$ cat config.mk
export PLATFORM = sky130hd
export DESIGN_NAME = iob_dbus_split
export DESIGN_NICKNAME = d
export VERILOG_FILES = /design/src/rtl/iob_dbus_split_pkg.sv /design/src/rtl/iob_dbus_split_ctrl.sv /design/src/rtl/iob_reg_re.sv /design/src/rtl/iob_dbus_split.sv
export SDC_FILE = /design/constraint.sdc
export NUM_CORES = 1
export LEC_CHECK = 0
export ABC_AREA = 1
export BUFFER_PORTS_ARGS = -buffer_cell sky130_fd_sc_hd__clkbuf_2
export CORE_AREA = 2 2 124 126
export DETAILED_ROUTE_END_ITERATION = 16
export DIE_AREA = 0 0 126 128
export PLACE_DENSITY = 0.57
export SLEW_MARGIN = 40
export SYNTH_ARGS = -nofsm -noshare
export SYNTH_HDL_FRONTEND = slang
export SYNTH_HIERARCHICAL = 1
export SYNTH_SLANG_ARGS = --single-unit
$ cat constraint.sdc
create_clock -name clk_i -period 2 [get_ports clk_i]
set_input_delay 0.1 -clock clk_i [delete_from_list [all_inputs] [get_ports clk_i]]
set_output_delay 0.1 -clock clk_i [all_outputs]
set_load 0.01 [all_outputs]
$ cat src/rtl/iob_dbus_split_pkg.sv
// Shared widths, response field positions and request classification for the
// IOb data-bus splitter.
package iob_dbus_split_pkg;

  localparam int RESP_READY_POS  = 0;
  localparam int RESP_RVALID_POS = 1;
  localparam int RESP_RDATA_LSB  = 2;

  typedef enum logic [1:0] {
    REQ_IDLE,
    REQ_WRITE,
    REQ_READ,
    REQ_BAD
  } req_kind_e;

  // Request word is {avalid, addr, wdata, wstrb}
  function automatic int req_w(input int addr_w, input int data_w);
    return 1 + addr_w + data_w + data_w / 8;
  endfunction

  // Response word is {rdata, rvalid, ready}
  function automatic int resp_w(input int data_w);
    return data_w + 2;
  endfunction

endpackage

$ cat src/rtl/iob_dbus_split_ctrl.sv
// Outstanding-read tracking for the splitter: pending counter, owning slave,
// read blocking and the sticky protocol-error flag.
module iob_dbus_split_ctrl
  import iob_dbus_split_pkg::*;
#(
  parameter int N_SLAVES = 2,
  parameter int SEL_W    = 1,
  parameter int MAX_PEND = 4,
  parameter int PEND_W   = $clog2(MAX_PEND + 1)
) (
  input  logic                clk_i,
  input  logic                cke_i,
  input  logic                rst_i,
  input  logic                rd_req,
  input  logic                rd_acc,
  input  logic                bad_req,
  input  logic [SEL_W-1:0]    sel,
  input  logic [N_SLAVES-1:0] s_rvalid,
  output logic                blocked,
  output logic                fwd_rvalid,
  output logic [SEL_W-1:0]    pend_sel,
  output logic [PEND_W-1:0]   pend,
  output logic                err
);

  logic [PEND_W-1:0]   pend_reg, pend_next;
  logic [SEL_W-1:0]    pend_sel_reg;
  logic                err_reg, err_next;
  logic [N_SLAVES-1:0] expect_rv;
  logic                any_pend, full, last_rsp, stray;

  assign any_pend = (pend_reg != '0);
  assign full     = (pend_reg == PEND_W'(MAX_PEND));

  // Only the owning slave may legally raise rvalid while reads are pending
  for (genvar gi = 0; gi < N_SLAVES; gi++) begin : g_expect
    assign expect_rv[gi] = any_pend && (pend_sel_reg == SEL_W'(gi));
  end

  assign fwd_rvalid = |(s_rvalid & expect_rv);
  assign stray      = |(s_rvalid & ~expect_rv);
  assign last_rsp   = fwd_rvalid && (pend_reg == PEND_W'(1));

  // A response retiring in this cycle frees the slot (or the ownership) at once
  assign blocked = rd_req &&
                   ((full && !fwd_rvalid) ||
                    (any_pend && (sel != pend_sel_reg) && !last_rsp));

  always_comb begin
    pend_next = pend_reg;
    if (rd_acc && !fwd_rvalid && !full) begin
      pend_next = pend_reg + PEND_W'(1);
    end else if (!rd_acc && fwd_rvalid) begin
      pend_next = pend_reg - PEND_W'(1);
    end
  end

  assign err_next = err_reg || stray || bad_req;

  iob_reg_re #(.DATA_W(PEND_W), .RST_VAL('0)) u_pend_reg (
    .clk_i  (clk_i),
    .cke_i  (cke_i),
    .rst_i  (rst_i),
    .en_i   (1'b1),
    .data_i (pend_next),
    .data_o (pend_reg)
  );

  iob_reg_re #(.DATA_W(SEL_W), .RST_VAL('0)) u_pend_sel_reg (
    .clk_i  (clk_i),
    .cke_i  (cke_i),
    .rst_i  (rst_i),
    .en_i   (rd_acc),
    .data_i (sel),
    .data_o (pend_sel_reg)
  );

  iob_reg_re #(.DATA_W(1), .RST_VAL(1'b0)) u_err_reg (
    .clk_i  (clk_i),
    .cke_i  (cke_i),
    .rst_i  (rst_i),
    .en_i   (1'b1),
    .data_i (err_next),
    .data_o (err_reg)
  );

  assign pend_sel = pend_sel_reg;
  assign pend     = pend_reg;
  assign err      = err_reg;

endmodule

$ cat src/rtl/iob_reg_re.sv
// Register with clock enable, synchronous active-high reset and load enable.
module iob_reg_re #(
  parameter int                DATA_W  = 1,
  parameter logic [DATA_W-1:0] RST_VAL = '0
) (
  input  logic              clk_i,
  input  logic              cke_i,
  input  logic              rst_i,
  input  logic              en_i,
  input  logic [DATA_W-1:0] data_i,
  output logic [DATA_W-1:0] data_o
);

  always_ff @(posedge clk_i) begin
    if (cke_i) begin
      if (rst_i) begin
        data_o <= RST_VAL;
      end else if (en_i) begin
        data_o <= data_i;
      end
    end
  end

endmodule

$ cat src/rtl/iob_dbus_split.sv
// Address-decoding splitter from one IOb master to N_SLAVES IOb slaves, with
// in-order read response steering.
module iob_dbus_split
  import iob_dbus_split_pkg::*;
#(
  parameter int ADDR_W   = 32,
  parameter int DATA_W   = 32,
  parameter int N_SLAVES = 2,
  parameter int SEL_W    = $clog2(N_SLAVES),
  parameter int MAX_PEND = 4,
  localparam int REQ_W   = req_w(ADDR_W, DATA_W),
  localparam int RESP_W  = resp_w(DATA_W),
  localparam int PEND_W  = $clog2(MAX_PEND + 1)
) (
  input  logic                       clk_i,
  input  logic                       cke_i,
  input  logic                       rst_i,
  input  logic [REQ_W-1:0]           m_req_i,
  output logic [RESP_W-1:0]          m_resp_o,
  output logic [N_SLAVES*REQ_W-1:0]  s_req_o,
  input  logic [N_SLAVES*RESP_W-1:0] s_resp_i,
  output logic [PEND_W-1:0]          pend_o,
  output logic                       err_o
);

  logic                avalid;
  logic [ADDR_W-1:0]   addr;
  logic [DATA_W-1:0]   wdata;
  logic [DATA_W/8-1:0] wstrb;
  logic [SEL_W-1:0]    sel, pend_sel;
  logic                sel_ok, sel_ready, blocked, fwd_rvalid, m_ready, rd_acc;
  req_kind_e           kind;
  logic [N_SLAVES-1:0] s_ready, s_rvalid, s_avalid;
  logic [DATA_W-1:0]   s_rdata [N_SLAVES];
  logic [DATA_W-1:0]   m_rdata;

  assign {avalid, addr, wdata, wstrb} = m_req_i;
  assign sel    = addr[ADDR_W-1 -: SEL_W];
  assign sel_ok = (int'(sel) < N_SLAVES);

  always_comb begin
    kind = REQ_IDLE;
    if (avalid) begin
      if (!sel_ok) begin
        kind = REQ_BAD;
      end else if (wstrb == '0) begin
        kind = REQ_READ;
      end else begin
        kind = REQ_WRITE;
      end
    end
  end

  // Payload is broadcast; only the selected, unblocked slave sees avalid
  for (genvar gi = 0; gi < N_SLAVES; gi++) begin : g_slave
    assign s_ready[gi]  = s_resp_i[gi*RESP_W + RESP_READY_POS];
    assign s_rvalid[gi] = s_resp_i[gi*RESP_W + RESP_RVALID_POS];
    assign s_rdata[gi]  = s_resp_i[gi*RESP_W + RESP_RDATA_LSB +: DATA_W];
    assign s_avalid[gi] = ((kind == REQ_READ) || (kind == REQ_WRITE)) &&
                          (sel == SEL_W'(gi)) && !blocked;
    assign s_req_o[gi*REQ_W +: REQ_W] = {s_avalid[gi], addr, wdata, wstrb};
  end

  always_comb begin
    sel_ready = 1'b0;
    for (int k = 0; k < N_SLAVES; k++) begin
      if (sel == SEL_W'(k)) sel_ready = s_ready[k];
    end
  end

  always_comb begin
    m_rdata = '0;
    for (int k = 0; k < N_SLAVES; k++) begin
      if (pend_sel == SEL_W'(k)) m_rdata = s_rdata[k];
    end
  end

  always_comb begin
    m_ready = sel_ready;
    if (kind == REQ_BAD) begin
      m_ready = 1'b1;
    end else if (blocked) begin
      m_ready = 1'b0;
    end
  end

  assign rd_acc = (kind == REQ_READ) && sel_ready && !blocked;

  iob_dbus_split_ctrl #(
    .N_SLAVES (N_SLAVES),
    .SEL_W    (SEL_W),
    .MAX_PEND (MAX_PEND),
    .PEND_W   (PEND_W)
  ) u_ctrl (
    .clk_i      (clk_i),
    .cke_i      (cke_i),
    .rst_i      (rst_i),
    .rd_req     (kind == REQ_READ),
    .rd_acc     (rd_acc),
    .bad_req    (kind == REQ_BAD),
    .sel        (sel),
    .s_rvalid   (s_rvalid),
    .blocked    (blocked),
    .fwd_rvalid (fwd_rvalid),
    .pend_sel   (pend_sel),
    .pend       (pend_o),
    .err        (err_o)
  );

  assign m_resp_o[RESP_READY_POS]                  = m_ready;
  assign m_resp_o[RESP_RVALID_POS]                 = fwd_rvalid;
  assign m_resp_o[RESP_RDATA_LSB +: DATA_W]        = m_rdata;

endmodule

==> flow_metrics.env, run 1 <==
export IMPL_synth_seq_cells=5
export IMPL_gp_congestion=0.7843
export IMPL_num_rows=45
export IMPL_multi_input_area_um2=804.5
export IMPL_yosys_top_cells_area="buf_4 (46%), o21ai_2 (11%), inv_1 (9.4%)"
export IMPL_setup_viol=3
export IMPL_synth_edf_count=5
export IMPL_grtUsageMet2_pct=7.685
export IMPL_syn_inst=334
export IMPL_cts_sink_count=5
export IMPL_layout_min_cycle_time_ps=2073
export IMPL_num_antenna_cells=0
export IMPL_cts_tree="built"
export IMPL_ys_async_sr_fraction_pct=0
export IMPL_grt_usage_pct=6.626
export IMPL_yosysUniqueCellTypes=22
export IMPL_clk_latency_ps=230
export IMPL_syn_to_final_growth_pct=-0.05575
export IMPL_critPathKind="reg -> reg"
export IMPL_powerDensity_nw_per_um2=416.1
export IMPL_violations="negative setup slack"
export IMPL_hold_path_class="in -> out"
export IMPL_drt_iter0_drc=51
export IMPL_start_util_pct=15.08
export IMPL_max_cap_violations=0
export IMPL_arrival_ps=2050
export IMPL_cts_buffers=3
export IMPL_ys_warn_count=6
export IMPL_grt_pass1_vias=1484
export IMPL_clockBufferDepth=2
export IMPL_final_util_pct=15.08
export IMPL_grt_ovfl_total=0
export IMPL_dr_total_vias=1780
export IMPL_status="finished, violations left"
export IMPL_drt_pass1_iter_count=4
export IMPL_final_setup_worst_slack_ps=-73.18
export IMPL_synth_top_area_share_pct=46.21
export IMPL_syn_area_um2=2242
export IMPL_fmax_mhz=482.4
export IMPL_vdd_drop_max_uv=425.3
export IMPL_pin_count=316
export IMPL_dieArea_um2=16130
export IMPL_finalPower_mw=0.9325
export IMPL_die_h_um=128
export IMPL_worst_pin_slew_ps=622.4
export IMPL_drc=0
export IMPL_cts_hold_buf=0
export IMPL_rsz0062_at_grt="yes"
export IMPL_top_usage_layer="met3"
export IMPL_post_route_period_util_pct=103.7
export IMPL_die_width_um=126
export IMPL_final_common_cell="clkbuf_2"
export IMPL_drive_above_1_share_pct=58.75
export IMPL_end_kind="flip-flop"
export IMPL_global_route_usage_met1_pct=6.808
export IMPL_seqCellArea_um2=150.1
export IMPL_root_buffer="clkbuf_16"
export IMPL_path_clk_slew_ps=30
export IMPL_ys_seq_area_share_pct=6.696
export IMPL_wirelength_mm=6.076
export IMPL_htreeDepth=1
export IMPL_grt_max_degree=51
export IMPL_dp_cells=517
export IMPL_wire_per_inst_um=11.57
export IMPL_holdWs_ps=200.0
export IMPL_synth_ff_type="edfxtp_1"
export IMPL_finClkSkew_ps=1.026
export IMPL_tns_ps=-123.0
export IMPL_antenna_found_initial=0
export IMPL_antenna_left=0
export IMPL_final_cell_mix="clkbuf_2 (126), inv_1 (52), nand2_1 (45)"
export IMPL_cp_max_fo=5
export IMPL_port_buffers=126
export IMPL_coreArea_um2=14860
export IMPL_synth_top_area_cell="buf_4"
export IMPL_relSlewSlack_pct=58.51
export IMPL_dp_hpwl_mm=5.177
export IMPL_nets=482
export IMPL_finalMaxSlewViolations=0
export IMPL_grt_first_pass_wirelength_mm=8.259
export IMPL_num_fill_cells=1714
export IMPL_syn_avg_cell_area_um2=6.713
export IMPL_cp_start_kind="flip-flop"
export IMPL_final_cells=525
export IMPL_finalHoldViolations=0
export IMPL_grt_use_met3_pct=8.639
export IMPL_crit_required_ps=1980
export IMPL_vias_per_cell=3.390
export IMPL_p_leak_nw=1.345
## area by class of cell
type | instances | share of cell area (%)
tap | 188 | 10.50
sequential | 5 | 6.700
multi-input combinational | 128 | 35.90
inverter | 57 | 9.548
clock buffer | 4 | 3.518
timing repair buffer | 143 | 33.84
## cells in the mapped netlist, types with 2 or more instances
cell,count
o21ai_0,3
nand2_2,3
buf_8,3
conb_1,2
nand3_1,9
edfxtp_1,5
buf_4,138
o21ai_2,29
nand3_4,2
buf_6,3
nand2_4,2
nor2_1,17
inv_1,56
nand2_1,48
a21oi_1,3
ha_1,4
nor3_1,2
## critical path, cell delays in order (launching register included)
cell	delay [ps]
edfxtp_1	390
inv_2	110
ha_4	170
nand2_8	70
nand2_2	70
o21a_1	130
a21oi_2	60
inv_1	60
nand3_2	80
nor2_4	120
inv_2	70
nor2_2	90
nand3_2	130
nand2_1	90
nand2_1	50
nand2_1	50
inv_1	30
inv_1	40
nor2_1	30
## state kept, by name (all words and copies together), names as in the netlist
register                      flops
u_ctrl/u_err_reg/data_o           1
u_ctrl/u_pend_reg/data_o          3
u_ctrl/u_pend_sel_reg/data_o      1
## per-stage QoR
| step | instance area [um^2] | setup WS [ps] |
|---|---|---|
| finish | 2241 | -73.18 |
| global route | 2241 | -285.9 |
| CTS | 2200 | -65.96 |
| detailed placement | 2106 | -107.0 |
| global placement | 2106 | -53.39 |
| floorplan | 2277 | -132.8 |
## final timing paths
| check | depth (start not counted) | end | start | slack [ps] |
|---|---|---|---|---|
| setup / recovery | 18 | u_ctrl/u_pend_reg/data_o[0] | u_ctrl/u_pend_reg/data_o[1] | -70 |
| hold / removal | 0 | s_req_o[24] | m_req_i[24] | 200 |
| setup reg to reg | 18 | u_ctrl/u_pend_reg/data_o[0] | u_ctrl/u_pend_reg/data_o[1] | -70 |
| hold reg to reg | 4 | u_ctrl/u_err_reg/data_o | u_ctrl/u_err_reg/data_o | 690 |
## cells by family (layout without fill, tap and decap cells)
| group | after synthesis | after routing | synth area share, % |
|---|---|---|---|
| buf+inv | 202 | 204 | 60.16 |
| simple gates | 84 | 84 | 17.19 |
| compound gates | 36 | 36 | 13.00 |
| flops | 5 | 5 | 6.696 |
| fa+ha+maj | 4 | 4 | 2.232 |
| other cells | 2 | 3 | 0.3349 |
| xor+xnor | 1 | 1 | 0.3907 |
## what timing repair did
item,CTS,global route
pin swaps,1,3
gates cloned,0,0
hold endpoints to repair,0,0
setup buffers,2,2
resized for setup,0,7
endpoints found under the setup margin,3,3
## routing by layer
metal | up-vias | wire length (um)
li1 | 870 | -
met3 | 7 | 1630
met4 | 2 | 56
met2 | 225 | 2268
met1 | 676 | 2078
met5 | - | 42
## power by group
part	internal (mW)	switching, mW
registers	0.126	0.00617
clock network	0.265	0.0696
logic	0.214	0.252
total	0.605	0.327
Note: power is estimated with default switching activity, not from simulation.
==> inputs of run 2 (changes only) <==
BUFFER_PORTS_ARGS = -buffer_cell sky130_fd_sc_hd__buf_2   (was -buffer_cell sky130_fd_sc_hd__clkbuf_2)
==> run 2 against run 1 <==
The flow still finishes with violations (negative setup slack). Via count rose by 1.4%. Critical endpoint unchanged. Die area unchanged. Critical path depth did not move. Flip-flop and latch count unchanged.
==> flow_metrics.env, run 2 (synthesized netlist as in run 1, its figures left out) <==
export IMPL_critPathKind="reg -> reg"
export IMPL_layout_min_cycle_time_ps=2087
export IMPL_cts_sink_count=5
export IMPL_worst_pin_slew_ps=618.7
export IMPL_port_buffers=126
export IMPL_top_usage_layer="met2"
export IMPL_pin_count=316
export IMPL_grt_use_met3_pct=8.347
export IMPL_finClkSkew_ps=1.691
export IMPL_htreeDepth=1
export IMPL_grt_usage_pct=6.678
export IMPL_grt_first_pass_wirelength_mm=8.300
export IMPL_clk_latency_ps=230
export IMPL_drive_above_1_share_pct=60.00
export IMPL_largest_reg_flops=3
export IMPL_syn_to_final_growth_pct=2.623
export IMPL_num_antenna_cells=0
export IMPL_cts_hold_buf=0
export IMPL_post_route_period_util_pct=104.3
export IMPL_p_leak_nw=1.345
export IMPL_regMostFlops="u_ctrl/u_pend_reg/data_o"
export IMPL_antenna_found_initial=0
export IMPL_powerDensity_nw_per_um2=411.1
export IMPL_global_route_usage_met1_pct=6.630
export IMPL_clockBufferDepth=2
export IMPL_die_width_um=126
export IMPL_violations="negative setup slack"
export IMPL_drc=0
export IMPL_final_cell_mix="buf_2 (125), inv_1 (52), nand2_1 (44)"
export IMPL_start_util_pct=15.08
export IMPL_wire_per_inst_um=11.77
export IMPL_setup_viol=3
export IMPL_die_h_um=128
export IMPL_drt_iter0_drc=44
export IMPL_cts_buffers=3
export IMPL_r2r_start="u_ctrl/u_pend_reg/data_o[1]"
export IMPL_cp_max_fo=5
export IMPL_final_common_cell="buf_2"
export IMPL_coreArea_um2=14860
export IMPL_finalMaxSlewViolations=0
export IMPL_antenna_left=0
export IMPL_path_clk_slew_ps=30
export IMPL_num_fill_cells=1706
export IMPL_holdWs_ps=200.0
export IMPL_dieArea_um2=16130
export IMPL_grt_max_degree=51
export IMPL_nets=485
export IMPL_reg2reg_depth=18
export IMPL_rsz0062_at_grt="yes"
export IMPL_wirelength_mm=6.214
export IMPL_vias_per_cell=3.419
export IMPL_drt_pass1_iter_count=4
export IMPL_crit_start="u_ctrl/u_pend_reg/data_o[1]"
export IMPL_max_cap_violations=0
export IMPL_dr_total_vias=1805
export IMPL_final_setup_worst_slack_ps=-86.79
export IMPL_grt_pass1_vias=1514
export IMPL_endpoint="u_ctrl/u_pend_reg/data_o[0]"
export IMPL_crit_required_ps=1980
export IMPL_gp_congestion=0.7878
export IMPL_hold_path_class="in -> out"
export IMPL_vdd_drop_max_uv=438.3
export IMPL_root_buffer="clkbuf_16"
export IMPL_r2r_end="u_ctrl/u_pend_reg/data_o[0]"
export IMPL_grtUsageMet2_pct=8.412
export IMPL_num_rows=45
export IMPL_arrival_ps=2060
export IMPL_cts_tree="built"
export IMPL_rrSetupSlack_ps=-90
export IMPL_fmax_mhz=479.2
export IMPL_status="finished, violations left"
export IMPL_finalPower_mw=0.9459
export IMPL_grt_ovfl_total=0
export IMPL_reg_largest_list="u_ctrl/u_pend_reg/data_o x3, u_ctrl/u_err_reg/data_o x1, u_ctrl/u_pend_sel_reg/data_o x1"
export IMPL_finalHoldViolations=0
export IMPL_dp_hpwl_mm=5.169
export IMPL_relSlewSlack_pct=58.75
export IMPL_cp_start_kind="flip-flop"
export IMPL_end_kind="flip-flop"
[run 2: cell count changes in the layout (fill, tap and decap cells not counted), sizes merged]
cell	before	now
clkbuf	130	4
buf	17	146
[run 2: how the worst min path moves through the flow]
stage,slack (ps),endpoint,cells past startpoint,from
after floorplan,250,s_req_o[68],1,m_req_i[67]
after global placement,200,s_req_o[131],0,m_req_i[62]
after detailed placement,200,s_req_o[131],0,m_req_i[62]
after CTS,200,s_req_o[131],0,m_req_i[62]
after global routing,200,s_req_o[24],0,m_req_i[24]
final,200,s_req_o[24],0,m_req_i[24]
[run 2: routing by layer]
layer / vias up / share of wire (%)
li1: 871 / -
met1: 702 / 34
met2: 221 / 39
met3: 9 / 25
met4: 2 / 1.1
met5: - / 0.68
[run 2: power by group]
part	leakage [nW]	switching (mW)	internal, mW
Sequential	0.0481	0.00653	0.126
Clock	0.0382	0.0674	0.264
Combinational	1.26	0.257	0.224
[run 2: final cells by class]
type                            instances  area, um^2  area share (%)
Timing Repair Buffer                  146       790.8           34.37
Sequential cell                         5       150.1           6.525
Clock buffer                            4       78.83           3.426
Tap cell                              188       235.2           10.22
Multi-Input combinational cell        128       832.0           36.16
Inverter                               57       214.0           9.299
[run 2: worst max-delay path: stages (launching register included)]
cell and delay [ps]:
edfxtp_1 390, inv_2 110, ha_4 170, nand2_8 70, nand2_2 70, o21a_1 130, a21oi_2 60, inv_1 60
nand3_2 90, nor2_4 140, inv_2 70, nor2_4 100, nand3_4 110, nand2_1 80, nand2_1 40, nand2_1 50
inv_1 30, inv_1 40, nor2_1 30
[run 2: repair_timing]
action	in CTS	in global routing
resized for setup	1	14
pin swaps	1	3
setup endpoints to repair	3	3
buffers inserted	5	2
cloned	0	0
[run 2: metrics by stage]
| step | worst slack [ps] | instance area [um^2] | instances | setup TNS, ps | utilization [%] |
|---|---|---|---|---|---|
| 6_report | -86.79 | 2301 | 528 | -182.1 | 15.48 |
| 2_1_floorplan | -132.8 | 2277 | 335 | -266.5 | - |
| 3_3_place_gp | -46.47 | 2106 | 517 | -46.47 | 14.17 |
| 3_5_place_dp | -108.6 | 2106 | 517 | -234.2 | 14.17 |
| 5_1_grt | -246.0 | 2301 | 528 | -677.4 | 15.48 |
| 4_1_cts | -64.18 | 2227 | 526 | -123.2 | 14.98 |
